==> config.mk <==
export PLATFORM = sky130hd
export DESIGN_NAME = screen_poll_master
export DESIGN_NICKNAME = d
export VERILOG_FILES = /design/src/rtl/screen_poll_master.sv
export SDC_FILE = /design/constraint.sdc
export NUM_CORES = 1
export LEC_CHECK = 0
export CORE_MARGIN = 1
export CORE_UTILIZATION = 45
export CTS_CLUSTER_DIAMETER = 50
export CTS_CLUSTER_SIZE = 20
export DETAILED_ROUTE_END_ITERATION = 12
export MAX_ROUTING_LAYER = met4
export PLACE_DENSITY = 0.72
export SLEW_MARGIN = 25
export SYNTH_ARGS = -nofsm -noshare
export SYNTH_HDL_FRONTEND = slang
export SYNTH_SLANG_ARGS = --single-unit
==> constraint.sdc <==
create_clock -name clk_100m -period 2.6 [get_ports clk_100m]
set_input_delay 0.52 -clock clk_100m [delete_from_list [all_inputs] [get_ports clk_100m]]
set_output_delay 0.52 -clock clk_100m [all_outputs]
set_load 0.05 [all_outputs]
==> src/rtl/screen_poll_master.sv <==
// rtl/screen_poll_master.sv - Modbus-RTU read-holding-registers polling master for the screen RS485 link
//
// Purpose: periodically (or on demand) sends an 8-byte function 0x03 request
// for two registers, then collects and validates the 9-byte normal reply or
// the 5-byte exception reply, presenting the payload and one status pulse.
//
// Ports:
//   clk_100m     system clock
//   rst          asynchronous reset, active low
//   poll_en      enables periodic polling every POLL_CYCLES idle cycles
//   poll_now     one-cycle request to start a transaction from IDLE
//   tx_data      byte to transmit, valid while tx_flash=1
//   tx_flash     one-cycle transmit strobe to the UART
//   tx_finish    one-cycle pulse: the byte has left the line
//   rx_data      received byte, valid while rx_flash=1
//   rx_flash     one-cycle receive strobe
//   rd_data      last good payload {d0,d1,d2,d3}
//   rd_valid     one-cycle pulse when rd_data updates
//   err_crc      one-cycle pulse: reply CRC mismatch
//   err_frame    one-cycle pulse: bad address, function or byte count
//   err_exc      one-cycle pulse: exception reply received
//   exc_code     code from the last exception reply
//   err_timeout  one-cycle pulse: TX wait or RX phase ran too long
//   busy         high whenever not IDLE

`timescale 1ns/1ps

module crc16_modbus_step (
  input  logic [15:0] crc_in,
  input  logic [7:0]  data,
  output logic [15:0] crc_out
);
  logic [15:0] c;

  always_comb begin
    c = crc_in ^ {8'h00, data};
    for (int b = 0; b < 8; b++) begin
      c = c[0] ? ((c >> 1) ^ 16'hA001) : (c >> 1);
    end
    crc_out = c;
  end
endmodule

module screen_poll_master #(
  parameter logic [7:0]  SLAVE_ADDR     = 8'h01,
  parameter logic [15:0] START_REG      = 16'h0000,
  parameter int unsigned POLL_CYCLES    = 10_000_000,
  parameter int unsigned TIMEOUT_CYCLES = 5_000_000
) (
  input  logic        clk_100m,
  input  logic        rst,
  input  logic        poll_en,
  input  logic        poll_now,
  output logic [7:0]  tx_data,
  output logic        tx_flash,
  input  logic        tx_finish,
  input  logic [7:0]  rx_data,
  input  logic        rx_flash,
  output logic [31:0] rd_data,
  output logic        rd_valid,
  output logic        err_crc,
  output logic        err_frame,
  output logic        err_exc,
  output logic [7:0]  exc_code,
  output logic        err_timeout,
  output logic        busy
);
  typedef enum logic [2:0] {S_IDLE, S_TX_SEND, S_TX_WAIT, S_RX, S_CHECK} state_t;

  localparam logic [31:0] POLL_LAST = 32'(POLL_CYCLES - 1);
  localparam logic [31:0] TMO_LAST  = 32'(TIMEOUT_CYCLES - 1);

  state_t      state, next_state;
  logic [31:0] poll_cnt, tmo_cnt;
  logic [3:0]  idx;
  logic [15:0] crc, crc_next;
  logic        is_exc;
  logic [31:0] payload;
  logic [7:0]  code_buf;
  logic [7:0]  tx_byte, crc_din;
  logic        tmo_hit, rx_take, rx_exc_now;
  logic        set_valid, set_crc, set_frame, set_exc, set_tmo;

  // One CRC step serves both directions: request bytes 0..5 while sending,
  // reply bytes while receiving.
  assign crc_din = (state == S_RX) ? rx_data : tx_byte;

  crc16_modbus_step u_crc (
    .crc_in  (crc),
    .data    (crc_din),
    .crc_out (crc_next)
  );

  assign tmo_hit    = (tmo_cnt == TMO_LAST);
  assign busy       = (state != S_IDLE);
  // Byte 1 decides the frame type in the same cycle it arrives.
  assign rx_exc_now = is_exc | ((idx == 4'd1) && (rx_data == 8'h83));

  always_comb begin
    case (idx)
      4'd0:    tx_byte = SLAVE_ADDR;
      4'd1:    tx_byte = 8'h03;
      4'd2:    tx_byte = START_REG[15:8];
      4'd3:    tx_byte = START_REG[7:0];
      4'd4:    tx_byte = 8'h00;
      4'd5:    tx_byte = 8'h02;
      4'd6:    tx_byte = crc[7:0];
      default: tx_byte = crc[15:8];
    endcase
  end

  always_comb begin
    next_state = state;
    tx_flash   = 1'b0;
    tx_data    = 8'h00;
    rx_take    = 1'b0;
    set_valid  = 1'b0;
    set_crc    = 1'b0;
    set_frame  = 1'b0;
    set_exc    = 1'b0;
    set_tmo    = 1'b0;
    case (state)
      S_IDLE: begin
        if (poll_now || (poll_en && (poll_cnt == POLL_LAST))) next_state = S_TX_SEND;
      end
      S_TX_SEND: begin
        tx_flash   = 1'b1;
        tx_data    = tx_byte;
        next_state = S_TX_WAIT;
      end
      S_TX_WAIT: begin
        if (tx_finish) begin
          next_state = (idx == 4'd7) ? S_RX : S_TX_SEND;
        end else if (tmo_hit) begin
          set_tmo    = 1'b1;
          next_state = S_IDLE;
        end
      end
      S_RX: begin
        if (rx_flash) begin
          if ((idx == 4'd0) && (rx_data != SLAVE_ADDR)) begin
            set_frame = 1'b1;
          end else if ((idx == 4'd1) && (rx_data != 8'h03) && (rx_data != 8'h83)) begin
            set_frame = 1'b1;
          end else if ((idx == 4'd2) && !is_exc && (rx_data != 8'h04)) begin
            set_frame = 1'b1;
          end else begin
            rx_take = 1'b1;
            if (rx_exc_now ? (idx == 4'd4) : (idx == 4'd8)) next_state = S_CHECK;
          end
          if (set_frame) next_state = S_IDLE;
        end else if (tmo_hit) begin
          set_tmo    = 1'b1;
          next_state = S_IDLE;
        end
      end
      S_CHECK: begin
        // A valid frame including its own CRC leaves a zero remainder.
        if (crc != 16'h0000) set_crc = 1'b1;
        else if (is_exc)     set_exc = 1'b1;
        else                 set_valid = 1'b1;
        next_state = S_IDLE;
      end
      default: next_state = S_IDLE;
    endcase
  end

  always_ff @(posedge clk_100m or negedge rst) begin
    if (!rst) begin
      state       <= S_IDLE;
      poll_cnt    <= 32'd0;
      tmo_cnt     <= 32'd0;
      idx         <= 4'd0;
      crc         <= 16'h0000;
      is_exc      <= 1'b0;
      payload     <= 32'd0;
      code_buf    <= 8'h00;
      rd_data     <= 32'd0;
      exc_code    <= 8'h00;
      rd_valid    <= 1'b0;
      err_crc     <= 1'b0;
      err_frame   <= 1'b0;
      err_exc     <= 1'b0;
      err_timeout <= 1'b0;
    end else begin
      state       <= next_state;
      rd_valid    <= set_valid;
      err_crc     <= set_crc;
      err_frame   <= set_frame;
      err_exc     <= set_exc;
      err_timeout <= set_tmo;

      if ((state == S_IDLE) && poll_en && (next_state == S_IDLE)) poll_cnt <= poll_cnt + 32'd1;
      else                                                         poll_cnt <= 32'd0;

      // Cleared on every phase entry; an RX phase is timed as a whole.
      if (((state == S_TX_WAIT) || (state == S_RX)) && (next_state == state)) tmo_cnt <= tmo_cnt + 32'd1;
      else                                                                     tmo_cnt <= 32'd0;

      case (state)
        S_IDLE: begin
          idx    <= 4'd0;
          crc    <= 16'hFFFF;
          is_exc <= 1'b0;
        end
        S_TX_SEND: begin
          if (idx < 4'd6) crc <= crc_next;
        end
        S_TX_WAIT: begin
          if (tx_finish) begin
            if (idx == 4'd7) begin
              idx <= 4'd0;
              crc <= 16'hFFFF;
            end else begin
              idx <= idx + 4'd1;
            end
          end
        end
        S_RX: begin
          if (rx_take) begin
            idx <= idx + 4'd1;
            crc <= crc_next;
            if (idx == 4'd1) is_exc <= (rx_data == 8'h83);
            if (rx_exc_now && (idx == 4'd2)) code_buf <= rx_data;
            if (!rx_exc_now && (idx >= 4'd3) && (idx <= 4'd6)) payload <= {payload[23:0], rx_data};
          end
        end
        S_CHECK: begin
          if (set_valid) rd_data  <= payload;
          if (set_exc)   exc_code <= code_buf;
        end
        default: ;
      endcase
    end
  end
endmodule

# After elaboration in Yosys (flattened, before gate mapping)
# Index checks and enable logic that the tools add are counted.
# totals
register_bits,173
inputBits,14
output_inout_bits,55
# classes
n_addsub,3
order_cmp,3
n_eq_ne,25
mux,62
bitwise,10
n_reduce_logical,33
# ops
cell,count
$mux 16,12
$add 32x1->32 const B,2
$mux 32,2
$pmux 16 s4,1
$pmux 8 s5,1
$eq 32x23->1 const B,1
$eq 32x24->1 const B,1
$mux 1,27
$mux 3,9
$not 2->3,8
$eq 4x3->1 const B,4
$mux 8,2
$reduce_bool 16->1,1
$xor 16x8->16,1
$logic_and 1x1->1,13
$mux 4,3
$pmux 3 s4,1
$pmux 4 s3,1
$reduce_and 3->1,4
$eq 4x2->1 const B,2
$eq 8x8->1 const B,1
$ne 2x2->1 const B,4
$ne 8x1->1 const B,1
$ne 8x2->1 const B,1
26 further kinds,33

# Depth between registers and ports, before layout
# Gate-level depths: netlist of run 1.
# logic_depth
ltp_word,23
depth_mapped,13

# By module
# A second synthesis of run 1 with hierarchy kept.
# hier_totals
cells_unflattened,737
hier_area_um2,8388.0
# by_module_without_submodules
mod,n_inst,cells_each,area_per_inst_um2
screen_poll_master,1,711,8136.6
crc16_modbus_step,1,26,251.5

# Least setup slack after synthesis of run 1
# No wires, ideal clock.
# synth_path
path_kind,register to output
startpoint,reg idx[1]
endpoint,out tx_data[0]
t_arrival_ns,2.315
t_required_ns,2.080
slack_ns,-0.235
path_stages_with_launch,10
n_path_buf,3
path_cell_list,dfrtp_1 inv_1 ha_1 buf_4 nor3_1 a21o_1 buf_4 clkbuf_1 a221oi_1 nor2_1
# synth_between
elab_chain_len,4
word_cells_on_any_way,10
classes_between,6 x eq/ne; 2 x mux; 2 x reduce/logical
# synth_rtl
element,line,rtl
"start, declared",75,logic [3:0] idx;
"start signal, assigned",215,idx <= idx + 4'd1;
"start signal, assigned",221,idx <= idx + 4'd1;
$eq 4x2->1 or $eq 4x3->1 (tied branches),100,case (idx)
$reduce_or 3->1 (no source line),-,
$pmux 8 s5 (*),100,
$mux 8 (*),122,case (state)
"end, declared",54,"output logic [7:0] tx_data,"
# Mark *: on every way between the ends. The rest lies on a longest branch, timed or not.

# Final worst setup path of run 1
# layout_path
startpoint,reg idx[1]
endpoint,reg crc[0]
# layout_between
elab_chain_len,16
word_cells_on_any_way,45
classes_between,1 x order compare; 10 x eq/ne; 18 x mux; 8 x bitwise; 8 x reduce/logical
# layout_rtl
element,line,rtl
"$eq 4x2->1, or another cell as far along","100, 145",
$reduce_or 3->1 (no source line),-,
$pmux 8 s5,100,
$mux 8,86,assign crc_din = (state == S_RX) ? rx_data : tx_byte;
$xor 16x8->16,36,"c = crc_in ^ {8'h00, data};"
$mux 16 or $not 2->3 (tied branches) (6 in series),-,
$not 2->3 (no source line) or $mux 16 (tied branches),-,
$mux 16 (2 in series),38,c = c[0] ? ((c >> 1) ^ 16'hA001) : (c >> 1);
"$mux 16, on equally long branches","220, 207",
$pmux 16 s4,200,case (state)
"end signal, assigned",207,if (idx < 4'd6) crc <= crc_next;
"end signal, assigned",222,crc <= crc_next;
"end, declared",76,"logic [15:0] crc, crc_next;"
# Several ways; a longest one is shown, not always the timed one. The select of a mux whose other input is x is not followed.
# A chain may end at the register's enable or synchronous reset.

==> Implementation_results.wiki, run 1 <==
{| class="wikitable"
! Metric !! Value
|-
| Area inside the core boundary || 17,500 µm²
|-
| Share of Yosys cell area claimed by the top area cell type || 0.531
|-
| VDD IR-drop max || 0.000819 V
|-
| Cells on worst reg2reg path || 12
|-
| Maxcap violations || 0
|-
| Final global-route overflow total || 0
|-
| Unrepaired setup endpoints after global routing || yes
|-
| Count of nets after finishing || 936
|-
| Number of iterations in the first detailed-routing pass || 5
|-
| Global routing usage summed across all routing layers || 0.220
|-
| # DRC || 0
|-
| Last weighted congestion value of the routability-driven placer || 0.850
|-
| Proportion of layout cells with a drive suffix above 1 || 0.285
|-
| Number of vias after detailed routing || 6,238
|-
| Arr. time, crit path || 3230 ps
|-
| First DRT Iteration DRCs || 396
|-
| Number of antenna-violating nets in the routed design || 0
|-
| Crit-path leading delay family || compound AO/OA/AOI/OAI gates
|-
| Average wire per cell in the routed design || 16.0 µm
|-
| Final core utilization || 0.621
|-
| Slew at the pin with the worst max-slew slack || 528 ps
|-
| Synth top area cells || dfrtp_1, mux2_2, nor2_1
|-
| Post-synthesis net count || 784
|-
| Area growth from synthesis to final layout || 33.2%
|-
| Count of flip-flops with a built-in enable after synthesis || 0
|-
| Distinct cells, synth || 55
|-
| Post-synthesis instance total || 764
|-
| H-tree level count || 4
|-
| Kind of start point of the critical path || flop
|-
| Fraction of registers with async set/reset || 1.00
|-
| Largest area contributor in the synthesized netlist || dfrtp_1
|-
| Total standard cell area after synthesis || 8150 µm²
|-
| Failing checks || negative setup slack
|-
| Worst Setup Path Type || reg2reg
|-
| R2R setup slack || -260 ps
|-
| Average cell area after synthesis || 10.7 µm²
|-
| Clock input transition at the sequential cells of the worst setup and hold paths || 80 ps
|-
| Upper clock frequency limit || 350 MHz
|-
| Final Hold Viols || 0
|-
| CP Capture Type || flop
|-
| Crit path max fanout || 4
|-
| Worst reg2reg startpoint || idx[1]
|-
| Vias in the first global route || 6,177
|-
| Cell-by-cell trace of the critical path || inv_4 > ha_4 > nor3_4 > a21o_4 > buf_6 > buf_6 > a2111oi_0 > a211o_1 > xnor2_2 > xor3_1 > xor3_1 > a21oi_2
|-
| Clock tree buffer depth || 2
|-
| Final critical-path share of the clock period || 1.10
|-
| Dominant register cell in the synthesized netlist || dfrtp_1
|-
| Top-count cell post-synth || dfrtp_1
|-
| Clock network latency to the later pin of the worst-skew pair || 440 ps
|-
| Chip Width || 137 µm
|-
| Worst clock skew || 17.1 ps
|-
| Number of buffers created by CTS || 17
|-
| Final setup vio count || 12
|-
| Filler Cells Inserted || 1,354
|-
| Pin count of the biggest net entering global routing || 55
|-
| Die height || 137 µm
|-
| Port Buffers || 68
|-
| Yosys warning total || 0
|-
| Detailed-route vias per instance || 5.41
|-
| First-pass GRT wire length || 30,800 µm
|-
| Hold buffer count at CTS || 0
|-
| Crit path buf inv count || 3
|-
| Standard-cell rows || 48
|-
| Worst min-delay path category || in2async
|-
| Slack of the critical path || -260 ps
|-
| Total half-perimeter wirelength after legalization and detailed placement || 12,000 µm
|-
| Initial Util || 0.466
|-
| Antenna fix cells || 0
|-
| Final routed wirelength across all metal layers || 18,400 µm
|-
| Worst setup timing slack at the placement stage || -403 ps
|-
| Standard cell with the maximum stage delay on the critical path || a2111oi_0
|-
| I/O pin cnt || 69
|-
| CTS root buf || clkbuf_16
|-
| Number of synthesized register bits || 173
|-
| Full die area || 18,700 µm²
|-
| Headroom to the max-slew limit || 0.639
|-
| TritonCTS clock tree || done
|-
| Antenna violations before repair || 0
|-
| Power per Cell Area || 944 nW/µm²
|-
| Data required time at the worst endpoint || 2970 ps
|-
| Minimum period implied by the final worst setup slack || 2860 ps
|-
| Result of the run || complete, but fails checks
|-
| Crit Reg-Reg Endpoint || crc[0]
|-
| Leakage power of the design || 4.82 nW
|-
| Number of sinks handled by clock tree synthesis || 173
|-
| Final max-slew violation count || 0
|-
| Biggest cell delay along the critical path || 530 ps
|-
| Post-synthesis sequential area ratio || 0.531
|-
| Synth top cells by count || dfrtp_1, nor2_1, mux2_2
|}
==> area by class of cell <==
class,instances,area (µm²),share of cell area
multi-input combinational,547,3940,0.363
inverter,16,65.1,0.00599
clock inverter,15,206,0.0190
clock buffer,17,425,0.0392
timing repair buffer,161,1610,0.148
sequential,173,4330,0.399
tap,225,282,0.0259
==> report_power, final <==
part | switching, W | internal (W) | leakage (nW)
sequential | 0.000265 | 0.00288 | 2.34
clock | 0.00128 | 0.00133 | 0.303
combinational | 0.00211 | 0.00239 | 2.17
total | 0.00365 | 0.00660 | 4.82
==> flip-flops by register name, indices dropped and copies added (netlist names) <==
name         flops
err_timeout      1
err_exc          1
code_buf         8
err_frame        1
idx              4
payload         32
exc_code         8
is_exc           1
rd_valid         1
rd_data         32
state            3
tmo_cnt         32
crc             16
err_crc          1
poll_cnt        32
==> worst max-delay path by stage <==
stage	startpoint	endpoint	slack, ps	depth (start not counted)
final	idx[1]	crc[0]	-260	12
after global routing	idx[1]	crc[0]	-320	12
after CTS	idx[1]	tx_data[1]	-140	9
after detailed placement	rx_data[3]	crc[1]	-400	12
after global placement	rx_data[3]	crc[14]	-350	12
after floorplan	idx[1]	crc[0]	-60	13
==> logic make-up (layout without fill, tap and decap cells) <==
group | after synthesis | in the layout | synth area share
fa+ha+maj | 6 | 6 | 0.00921
buf+inv | 44 | 209 | 0.0250
compound gates | 85 | 85 | 0.0694
xor+xnor | 73 | 73 | 0.0847
mux | 73 | 73 | 0.101
simple gates | 310 | 310 | 0.180
flops | 173 | 173 | 0.531
==> through the flow <==
stage          power, W  TNS (ps)  cell area (µm²)  hold slack [ps]  instances
2_1_floorplan   0.00563     -86.1             8260              224        764
3_3_place_gp    0.00686    -22160             9780              442       1104
3_5_place_dp    0.00692    -21940             9780              448       1104
4_1_cts          0.0101      -605            10700             42.1       1151
5_1_grt          0.0108     -2420            10900             47.6       1154
6_report         0.0102     -1400            10900             27.4       1154
==> cells in the final DEF (no fill, tap or decap), types with 8 or more instances in the layout <==
cell / n
clkdlybuf4s50_1: 57
nand4_1: 17
buf_6: 17
nor4_1: 13
nor2_1: 107
o21ai_0: 16
nand2_1: 66
buf_4: 72
and3_1: 13
clkbuf_16: 18
a21oi_1: 25
xnor2_1: 22
dfrtp_1: 171
nor2b_1: 8
xor2_1: 46
nand3_1: 35
buf_12: 14
mux2_2: 72
nor2_2: 9
inv_1: 13
nor3_1: 12
==> metal layers <==
metal  routed length [µm]  vias up  GRT usage
met1                 8230     3115      0.285
li1                     -     2958          -
met2                 9150      142      0.343
met4                  227        0     0.0630
met5                    0        -          -
met3                  829       23     0.0515
==> what timing repair did <==
item | 4_1_cts | 5_1_grt
pin swaps | 19 | 16
cloned | 1 | 1
setup buffers | 15 | 3
endpoints found under the setup margin | 67 | 99
resized for setup | 43 | 19
Note: power is estimated with default switching activity, not from simulation.
==> run 2: changes to the inputs <==
--- a/config.mk
+++ b/config.mk
@@ -5,7 +5,6 @@
 export SDC_FILE = /design/constraint.sdc
 export NUM_CORES = 1
 export LEC_CHECK = 0
-export CORE_MARGIN = 1
 export CORE_UTILIZATION = 45
 export CTS_CLUSTER_DIAMETER = 50
 export CTS_CLUSTER_SIZE = 20
==> results of run 2 <==
The final DEF is identical to that of run 1; final timing and power are the same.
